[config.mk]
export PLATFORM = sky130hd
export DESIGN_NAME = shifter_arbiter_flat
export DESIGN_NICKNAME = d
export VERILOG_FILES = /design/src/rtl/shifter_pkg.sv /design/src/rtl/shifter_arbiter_if.sv /design/src/rtl/Shifter.sv /design/src/rtl/shifter_arbiter.sv /design/src/flat_wrapper.sv
export SDC_FILE = /design/constraint.sdc
export NUM_CORES = 1
export LEC_CHECK = 0
export ABC_CLOCK_PERIOD_IN_PS = 2650
export BUFFER_PORTS_ARGS = -buffer_cell sky130_fd_sc_hd__buf_2
export CAP_MARGIN = 10
export CORE_MARGIN = 2
export CORE_UTILIZATION = 56
export CTS_BUF_LIST = sky130_fd_sc_hd__clkbuf_16
export DETAILED_ROUTE_END_ITERATION = 10
export GPL_TIMING_DRIVEN = 0
export PLACE_DENSITY = 0.86
export SLEW_MARGIN = 15
export SYNTH_ARGS = -nofsm -noshare
export SYNTH_HDL_FRONTEND = slang
export SYNTH_SLANG_ARGS = --single-unit
export TNS_END_PERCENT = 50
[constraint.sdc]
create_clock -name clk -period 2.65 [get_ports clk]
set_input_delay 0.6625 -clock clk [delete_from_list [all_inputs] [get_ports clk]]
set_output_delay 0.6625 -clock clk [all_outputs]
set_load 0.01 [all_outputs]
[src/rtl/shifter_pkg.sv]
// Shared constants and FSM encoding for the shifter arbiter and the Shifter it wraps.
package shifter_pkg;

    localparam int DATA_W  = 32;
    localparam int SHAMT_W = 5;

    localparam logic [5:0] FUNCT_SLL = 6'b000000;
    localparam logic [5:0] FUNCT_SRL = 6'b000010;
    localparam logic [5:0] FUNCT_SRA = 6'b000011;

    // Encoding 2'd3 is unused and recovers to IDLE.
    typedef enum logic [1:0] {
        IDLE = 2'd0,
        EXEC = 2'd1,
        RESP = 2'd2
    } state_t;

endpackage

[src/rtl/shifter_arbiter_if.sv]
// One requester channel: a request (operand + shift amount) and its response.
interface shifter_arbiter_if;
    import shifter_pkg::*;

    // Both directions use valid/ready: a transfer happens on a rising edge where
    // valid and ready are both high; the sender holds its payload stable while
    // valid is high and ready is low, and may drop valid before the transfer.
    logic               req_valid;
    logic               req_ready;
    logic [DATA_W-1:0]  req_data;
    logic [SHAMT_W-1:0] req_shamt;
    logic               rsp_valid;
    logic               rsp_ready;
    logic [DATA_W-1:0]  rsp_data;

    modport master (
        output req_valid, req_data, req_shamt, rsp_ready,
        input  req_ready, rsp_valid, rsp_data
    );

    modport slave (
        input  req_valid, req_data, req_shamt, rsp_ready,
        output req_ready, rsp_valid, rsp_data
    );

endinterface

[src/rtl/Shifter.sv]
// Combinational 32-bit barrel shifter selected by a MIPS-style function code.
module Shifter
    import shifter_pkg::*;
(
    input  logic [DATA_W-1:0]  dataA,
    input  logic [SHAMT_W-1:0] dataB,
    input  logic [5:0]         Signal,
    input  logic               reset,
    output logic [DATA_W-1:0]  dataOut
);

    always_comb begin
        dataOut = '0;
        if (!reset) begin
            case (Signal)
                FUNCT_SLL: dataOut = dataA << dataB;
                FUNCT_SRL: dataOut = dataA >> dataB;
                FUNCT_SRA: dataOut = DATA_W'($signed(dataA) >>> dataB);
                default:   dataOut = '0;
            endcase
        end
    end

endmodule

[src/rtl/shifter_arbiter.sv]
// Round-robin sharing of one logical-right Shifter between the ALU issue path (ch0)
// and the multiply/divide sequencer (ch1); one operation in flight at a time.
module shifter_arbiter
    import shifter_pkg::*;
(
    input  logic               clk,
    input  logic               reset,
    shifter_arbiter_if.slave   ch0,
    shifter_arbiter_if.slave   ch1,
    output logic               busy,
    output state_t             dbgState
);

    state_t              state;
    state_t              stateNext;
    logic                rrPtr;
    logic                owner;
    logic [DATA_W-1:0]   opData;
    logic [SHAMT_W-1:0]  opShamt;
    logic [DATA_W-1:0]   resultReg;
    logic [DATA_W-1:0]   shiftOut;
    logic                anyValid;
    logic                grant;
    logic                ownerRspReady;

    assign anyValid      = ch0.req_valid | ch1.req_valid;
    // Contention goes to rrPtr; otherwise the lone valid requester wins.
    assign grant         = (ch0.req_valid & ch1.req_valid) ? rrPtr : ch1.req_valid;
    assign ownerRspReady = owner ? ch1.rsp_ready : ch0.rsp_ready;

    Shifter u_shifter (
        .dataA   (opData),
        .dataB   (opShamt),
        .Signal  (FUNCT_SRL),
        .reset   (reset),
        .dataOut (shiftOut)
    );

    always_ff @(posedge clk) begin
        if (reset) state <= IDLE;
        else       state <= stateNext;
    end

    always_comb begin
        stateNext = IDLE;
        case (state)
            IDLE:    stateNext = anyValid ? EXEC : IDLE;
            EXEC:    stateNext = RESP;
            RESP:    stateNext = ownerRspReady ? IDLE : RESP;
            default: stateNext = IDLE;
        endcase
    end

    always_comb begin
        ch0.req_ready = 1'b0;
        ch1.req_ready = 1'b0;
        ch0.rsp_valid = 1'b0;
        ch1.rsp_valid = 1'b0;
        ch0.rsp_data  = '0;
        ch1.rsp_data  = '0;
        busy          = (state != IDLE);
        if (state == IDLE) begin
            ch0.req_ready = anyValid & ~grant;
            ch1.req_ready = anyValid & grant;
        end
        if (state == RESP) begin
            ch0.rsp_valid = ~owner;
            ch1.rsp_valid = owner;
            ch0.rsp_data  = owner ? '0 : resultReg;
            ch1.rsp_data  = owner ? resultReg : '0;
        end
    end

    assign dbgState = state;

    always_ff @(posedge clk) begin
        if (reset) begin
            rrPtr     <= 1'b0;
            owner     <= 1'b0;
            opData    <= '0;
            opShamt   <= '0;
            resultReg <= '0;
        end else begin
            if (state == IDLE && anyValid) begin
                owner   <= grant;
                opData  <= grant ? ch1.req_data  : ch0.req_data;
                opShamt <= grant ? ch1.req_shamt : ch0.req_shamt;
            end
            if (state == EXEC) resultReg <= shiftOut;
            // The requester just served loses priority on the next contention.
            if (state == RESP && ownerRspReady) rrPtr <= ~owner;
        end
    end

endmodule

[src/flat_wrapper.sv]
// flat-port wrapper written by rule: the top's interface ports become plain ports
module shifter_arbiter_flat import shifter_pkg::*;
  (clk, reset, busy, dbgState, ch0_req_valid, ch0_req_data, ch0_req_shamt, ch0_rsp_ready, ch0_req_ready, ch0_rsp_valid, ch0_rsp_data, ch1_req_valid, ch1_req_data, ch1_req_shamt, ch1_rsp_ready, ch1_req_ready, ch1_rsp_valid, ch1_rsp_data);
  shifter_arbiter_if ch0_i ();
  shifter_arbiter_if ch1_i ();
  input  logic clk;
  input  logic reset;
  output logic busy;
  output state_t dbgState;
  input wire logic [$bits(ch0_i.req_valid)-1:0] ch0_req_valid;
  input wire logic [$bits(ch0_i.req_data)-1:0] ch0_req_data;
  input wire logic [$bits(ch0_i.req_shamt)-1:0] ch0_req_shamt;
  input wire logic [$bits(ch0_i.rsp_ready)-1:0] ch0_rsp_ready;
  output wire logic [$bits(ch0_i.req_ready)-1:0] ch0_req_ready;
  output wire logic [$bits(ch0_i.rsp_valid)-1:0] ch0_rsp_valid;
  output wire logic [$bits(ch0_i.rsp_data)-1:0] ch0_rsp_data;
  input wire logic [$bits(ch1_i.req_valid)-1:0] ch1_req_valid;
  input wire logic [$bits(ch1_i.req_data)-1:0] ch1_req_data;
  input wire logic [$bits(ch1_i.req_shamt)-1:0] ch1_req_shamt;
  input wire logic [$bits(ch1_i.rsp_ready)-1:0] ch1_rsp_ready;
  output wire logic [$bits(ch1_i.req_ready)-1:0] ch1_req_ready;
  output wire logic [$bits(ch1_i.rsp_valid)-1:0] ch1_rsp_valid;
  output wire logic [$bits(ch1_i.rsp_data)-1:0] ch1_rsp_data;
  assign ch0_i.req_valid = ch0_req_valid;
  assign ch0_i.req_data = ch0_req_data;
  assign ch0_i.req_shamt = ch0_req_shamt;
  assign ch0_i.rsp_ready = ch0_rsp_ready;
  assign ch0_req_ready = ch0_i.req_ready;
  assign ch0_rsp_valid = ch0_i.rsp_valid;
  assign ch0_rsp_data = ch0_i.rsp_data;
  assign ch1_i.req_valid = ch1_req_valid;
  assign ch1_i.req_data = ch1_req_data;
  assign ch1_i.req_shamt = ch1_req_shamt;
  assign ch1_i.rsp_ready = ch1_rsp_ready;
  assign ch1_req_ready = ch1_i.req_ready;
  assign ch1_rsp_valid = ch1_i.rsp_valid;
  assign ch1_rsp_data = ch1_i.rsp_data;
  shifter_arbiter u_core (.clk(clk), .reset(reset), .ch0(ch0_i), .ch1(ch1_i), .busy(busy), .dbgState(dbgState));
endmodule
==> metrics.txt, run 1 <==
outcome complete, no violations; critical path's slowest cell o21ai_1; Final Setup Violations 0; vias in the first global route a little over 5000; Horiz. Die Dim 101 um; Leak 3.07 nW; Fin. Hold Viols 0; Worst Tran Pin Value about 0.72 ns; vias 5252; first-pass GRT wire length 26.4 mm; Clock Skew 0.00776 ns; TritonCTS buffer count 9; yosys warns 0; DRC viols 0; CTS Root Cell clkbuf_16; wire per inst 19.9 um; Final HPWL DP 13.3 mm; CP max stage delay 0.32 ns; Buf/Inv on CP 5; fin crit period 2.58 ns; Post-Place Worst Slack -0.110 ns; IO buf count 149; CP Launch Type input pin; total global routing overflow 0; maximum buffer depth of the clock tree 2; max_cap viols 0; Die Y 101 um; Std-Cell Rows 35; Hold Crit Class reg -> reg; routability cong. 0.966; CP cell instances buf_2 -> inv_1 -> o21ai_1 -> buf_4 -> buf_4 -> and2_1 -> buf_2; sequential share of the synthesized area between 20% and 30%; Routed Antenna Nets 0; Mapped Nets 642; post-route clock period utilization 97.4%; final core occ 70.5%; CTS clk-pin slew, worst paths approximately 0.060 ns; Yosys reg bits 73; RSZ-0062 raised after global routing false; n_diodes 0; Critical Path Fanout Max 10; CP endpoint kind primary output; area of the mapped netlist 5290 um^2; Via density 6.26; Async SR Flop Fraction 0%; largest net degree at the start of global routing 14; setup TNS 0 ns; WS Path Type in -> out; I/O pin count about 150; CTS sink cnt 73; EDFF count, synth 0; total power 0.00384 W; Syn Area/Cell 9.41 um^2; CTS tree done; die area 10200 um^2; Primary FF master, synth dfxtp_1; initial antenna violation count 0; drt pass-1 iters 7; GRT Util Overall between 30 and 40%; Initial Utilization between 50% and 60%; final number of max-transition violations 0; H-tree levels 3; P per Cell Area 592 nW/um^2; final worst slack 0.0696 ns; nets 803; Yosys cell types 51; Max IR drop VDD 380 uV; Top delay family on crit path buffers and inverters; Iter 0 DRT Violations 282; Critical Path AT 1.92 ns; P&R area growth vs syn 22.6%; Placeable Area 9200 um^2; maximum clock frequency 388 MHz; Required @ worst endpoint between 1.5 and 2 ns; Skew-Pair Late Insertion Delay 0.34 ns; Syn Inst Count 562; relative slew slack 51.3%; Routed WL around 17 mm; fraction of layout instances using a drive strength above 1 34.5%
-- logic make-up after synthesis --
group / count (synthesis) / share of synthesized area (%)
flip-flops: 73 / 27.6
AO/OA/AOI/OAI: 112 / 15.4
buffers and inverters: 61 / 6.53
AND/OR/NAND/NOR: 200 / 18.9
multiplexers: 116 / 31.5
-- sequential cells by signal, summed over array words and instances, names as in the netlist --
register / cells
u_core.dbgState: 2
u_core.owner: 1
u_core.opShamt: 5
u_core.resultReg: 32
u_core.opData: 32
u_core.rrPtr: 1
-- tightest hold or removal path, cell delays in order (launching register included) --
cell     delay [ns]
dfxtp_1        0.32
nand2_1        0.06
a21oi_1        0.05
-- power breakdown --
group          total (W)  internal (W)  switching (W)
registers        0.00136       0.00121       0.000149
clock network    0.00114      0.000632       0.000505
logic            0.00134      0.000612       0.000729
total            0.00384       0.00246        0.00138
-- routing by layer --
| metal | part of all wire (%) | global-route usage [%] | up-vias |
|---|---|---|---|
| li1 | - | - | 2444 |
| met3 | 6.8 | 5.38 | 35 |
| met5 | 0 | 0 | - |
| met2 | 50 | 59.2 | 261 |
| met1 | 40 | 41.2 | 2512 |
| met4 | 2.7 | 13.5 | 0 |
-- Yosys cell counts (2+ instances only) --
cell type  count  area, um^2
clkbuf_1      25        93.8
a21oi_1       13        65.1
nand2_1       29         109
mux4_2        27         608
buf_4          7        52.6
buf_12         2        40.0
a22oi_1       20         150
a22o_1         3        26.3
nand3_1        6        30.0
mux2_2        18         203
o22ai_1        8        50.1
buf_2         12        60.1
inv_1          4        15.0
mux4_1         9         236
nand2b_1       3        18.8
a221oi_1       2        17.5
o21ai_0        7        35.0
mux2i_1       62         621
buf_6          5        56.3
dfxtp_1       73        1460
nor2_1        72         270
a22oi_2        2        25.0
buf_1          5        18.8
and3_1        32         200
and2_1        36         225
or3_1          2        12.5
a211oi_1      39         293
o21ai_1        3        15.0
nor3_1         7        35.0
a211o_1        2        17.5
or2_2          2        12.5
a32oi_1        2        17.5
nor2b_1        5        31.3
-- repair_timing --
action	CTS	global route
hold buffers	0	0
resized for setup	11	4
pin swaps	0	1
setup endpoints to repair	35	31
buffers inserted	0	1
-- through the flow --
stage                     std cells  hold slack [ns]  cell area, um^2
after CTS                       838            0.483             6470
after global placement          822            0.450             6170
after detailed placement        822            0.478             6170
final                           839            0.481             6480
after floorplan                 562            0.440             5290
after global routing            839            0.498             6480
-- final timing paths --
path              cells after the start                               from  slack, ns                                 to
setup reg to reg                      6     u_core.opShamt[0]$_SDFFE_PP0P_       0.49   u_core.resultReg[0]$_SDFFE_PP0N_
setup / recovery                      7                      ch0_req_valid       0.07                      ch0_req_ready
hold reg to reg                       2  u_core.resultReg[18]$_SDFFE_PP0N_       0.48  u_core.resultReg[18]$_SDFFE_PP0N_
hold / removal                        2  u_core.resultReg[18]$_SDFFE_PP0N_       0.48  u_core.resultReg[18]$_SDFFE_PP0N_
-- cell usage in the layout (no fill, tap or decap), types with 6 or more instances in the layout --
cell type  netlist  routed
buf_2           12     158
dfxtp_1         73      72
nor2_1          72      71
mux2i_1         62      62
a211oi_1        39      39
and2_1          36      36
and3_1          32      32
nand2_1         29      29
mux4_2          27      27
clkbuf_1        25      21
a22oi_1         20      20
mux2_2          18      18
a21oi_1         13      13
buf_4            7      12
mux4_1           9       9
clkbuf_16        0       9
o22ai_1          8       8
o21ai_0          7       7
nor3_1           7       7
nand3_1          6       6
-- layout make-up --
cell class                 instances  area [um^2]
inverter                           4         15.0
timing repair buffer             150          753
clock buffer                       9          225
clock inverter                     7         48.8
buffer                            57          345
sequential                        73         1460
multi-input combinational        428         3500
fill                             734         2710
tap                              111          139
Power figures use the tool's default switching activity.
==> run 2: changes to the inputs <==
--- a/config.mk
+++ b/config.mk
@@ -5,17 +5,17 @@
 export SDC_FILE = /design/constraint.sdc
 export NUM_CORES = 1
 export LEC_CHECK = 0
-export ABC_CLOCK_PERIOD_IN_PS = 2650
+export ABC_CLOCK_PERIOD_IN_PS = 2800
 export BUFFER_PORTS_ARGS = -buffer_cell sky130_fd_sc_hd__buf_2
 export CAP_MARGIN = 10
 export CORE_MARGIN = 2
-export CORE_UTILIZATION = 56
+export CORE_UTILIZATION = 53
 export CTS_BUF_LIST = sky130_fd_sc_hd__clkbuf_16
 export DETAILED_ROUTE_END_ITERATION = 10
 export GPL_TIMING_DRIVEN = 0
-export PLACE_DENSITY = 0.86
+export PLACE_DENSITY = 0.82
 export SLEW_MARGIN = 15
 export SYNTH_ARGS = -nofsm -noshare
 export SYNTH_HDL_FRONTEND = slang
 export SYNTH_SLANG_ARGS = --single-unit
-export TNS_END_PERCENT = 50
+export TNS_END_PERCENT = 5
==> constraint.sdc (replaced) <==
create_clock -name clk -period 2.8 [get_ports clk]
set_input_delay 0.7 -clock clk [delete_from_list [all_inputs] [get_ports clk]]
set_output_delay 0.7 -clock clk [all_outputs]
set_load 0.01 [all_outputs]
==> metrics.txt, run 2 (synthesized netlist as in run 1, its figures left out) <==
outcome complete, no violations; Initial Utilization 54.3%; Critical Path AT 2.00 ns; WS Path Type reg -> out; Critical Path Fanout Max 10; setup bufs post-CTS 0; fin crit period 2.70 ns; Routed WL 16.8 mm; DRC viols 0; Worst Tran Pin Value 0.815 ns; fraction of layout instances using a drive strength above 1 34.5%; vias in the first global route ~5200; Required @ worst endpoint 2.10 ns; P&R area growth vs syn 23.5%; Iter 0 DRT Violations just under 400; Final Setup Violations 0; n_diodes 0; IO buf count roughly 150; initial antenna violation count 0; total global routing overflow 0; Post-Place Cells 844; hold buffer count at CTS 0; Via density 6.05; Die Y 104 um; die area 10800 um^2; largest net degree at the start of global routing 14; CTS sink cnt 73; TritonCTS buffer count 9; CP endpoint kind primary output; CTS Root Cell clkbuf_16; Leak slightly above 3 nW; drt pass-1 iters 5; Finished Layout Cells 860; Fin. Hold Viols 0; Clock Skew 0.00700 ns; maximum clock frequency about 370 MHz; H-tree levels 3; area post-placement 6200 um^2; CP Launch Type register; max_cap viols 0; GRT Util Overall 31.5%; RSZ-0062 raised after global routing false; Hold Crit Class reg -> reg; post-route clock period utilization 96.6%; commonest non-fill, non-tap cell in the layout buf_2; first-pass GRT wire length 26.9 mm; Skew-Pair Late Insertion Delay 0.34 ns; P per Cell Area 570 nW/um^2; top flop regs u_core.opData x32, u_core.resultReg x32, u_core.opShamt x5; CTS clk-pin slew, worst paths about 0.06 ns; maximum buffer depth of the clock tree 2; final instance area about 6500 um^2; relative slew slack about 45%; routability cong. 0.976; Horiz. Die Dim 104 um; final number of max-transition violations 0; Std-Cell Rows 36; most frequent cells in the layout 157 x buf_2, 73 x dfxtp_1, 71 x nor2_1; wire per inst 19.6 um; CTS resizes 6; Placeable Area 9730 um^2; Final HPWL DP 13.4 mm; I/O pin count 151; Max IR drop VDD around 290 uV; Routed Antenna Nets 0; vias 5199; CTS tree done; nets 802
==> run 2: cell types whose count changed in the layout (fill, tap and decap cells not counted), sizes merged <==
cell | before | now
clkbuf | 33 | 36
buf | 182 | 178
clkinvlp | 2 | 3
clkinv | 4 | 2
bufinv | 0 | 1
==> run 2: layout make-up <==
type | instances | area (um^2)
clock inverters | 7 | 70.1
fillers | 845 | 3200
plain buffers | 57 | 345
flip-flops and latches | 73 | 1460
clock buffers | 9 | 225
inverters | 4 | 15.0
repair buffers | 149 | 746
well taps | 133 | 166
multi-input cells | 428 | 3500
==> run 2: path summary, 6_finish.rpt <==
| check | cells past startpoint | end | slack (ns) | from |
|---|---|---|---|---|
| setup / recovery | 6 | ch0_req_ready | 0.1 | u_core.dbgState[1]$_SDFF_PP0_ |
| hold / removal | 2 | u_core.resultReg[19]$_SDFFE_PP0N_ | 0.47 | u_core.resultReg[19]$_SDFFE_PP0N_ |
| setup reg to reg | 6 | u_core.resultReg[0]$_SDFFE_PP0N_ | 0.58 | u_core.opShamt[0]$_SDFFE_PP0P_ |
| hold reg to reg | 2 | u_core.resultReg[19]$_SDFFE_PP0N_ | 0.47 | u_core.resultReg[19]$_SDFFE_PP0N_ |
==> run 2: metrics by stage <==
step	util (%)	power (W)	hold slack [ns]	setup slack, ns	TNS (ns)
finish	67.1	0.00372	0.465	0.0961	0
floorplan	-	0.00215	0.440	0.474	0
global placement	63.7	0.00251	0.457	-0.0885	-0.139
CTS	66.9	0.00369	0.464	0.0105	0
detailed placement	63.7	0.00254	0.457	-0.122	-0.208
global route	67.1	0.00387	0.501	0.00432	0
==> run 2: metal layers <==
layer,share of wire (%),track usage [%],up-vias
met5,0,0,-
met4,2.6,11.4,0
met3,6.8,5.70,38
met2,50,55.6,223
met1,41,38.3,2497
li1,-,-,2441
==> run 2: worst max-delay path, stage by stage, from the launching register on <==
cell and delay, ns:
dfxtp_1 0.36, or2_2 0.37, nor2_4 0.21, clkbuf_4 0.25, clkbuf_4 0.22, and2_1 0.13, buf_2 0.12
==> run 2: power breakdown <==
part           leakage (nW)  internal [W]  total, W  switching (W)
combinational          2.34      0.000578   0.00127       0.000695
sequential            0.600       0.00115   0.00129       0.000140
clock                 0.135      0.000688   0.00116       0.000473
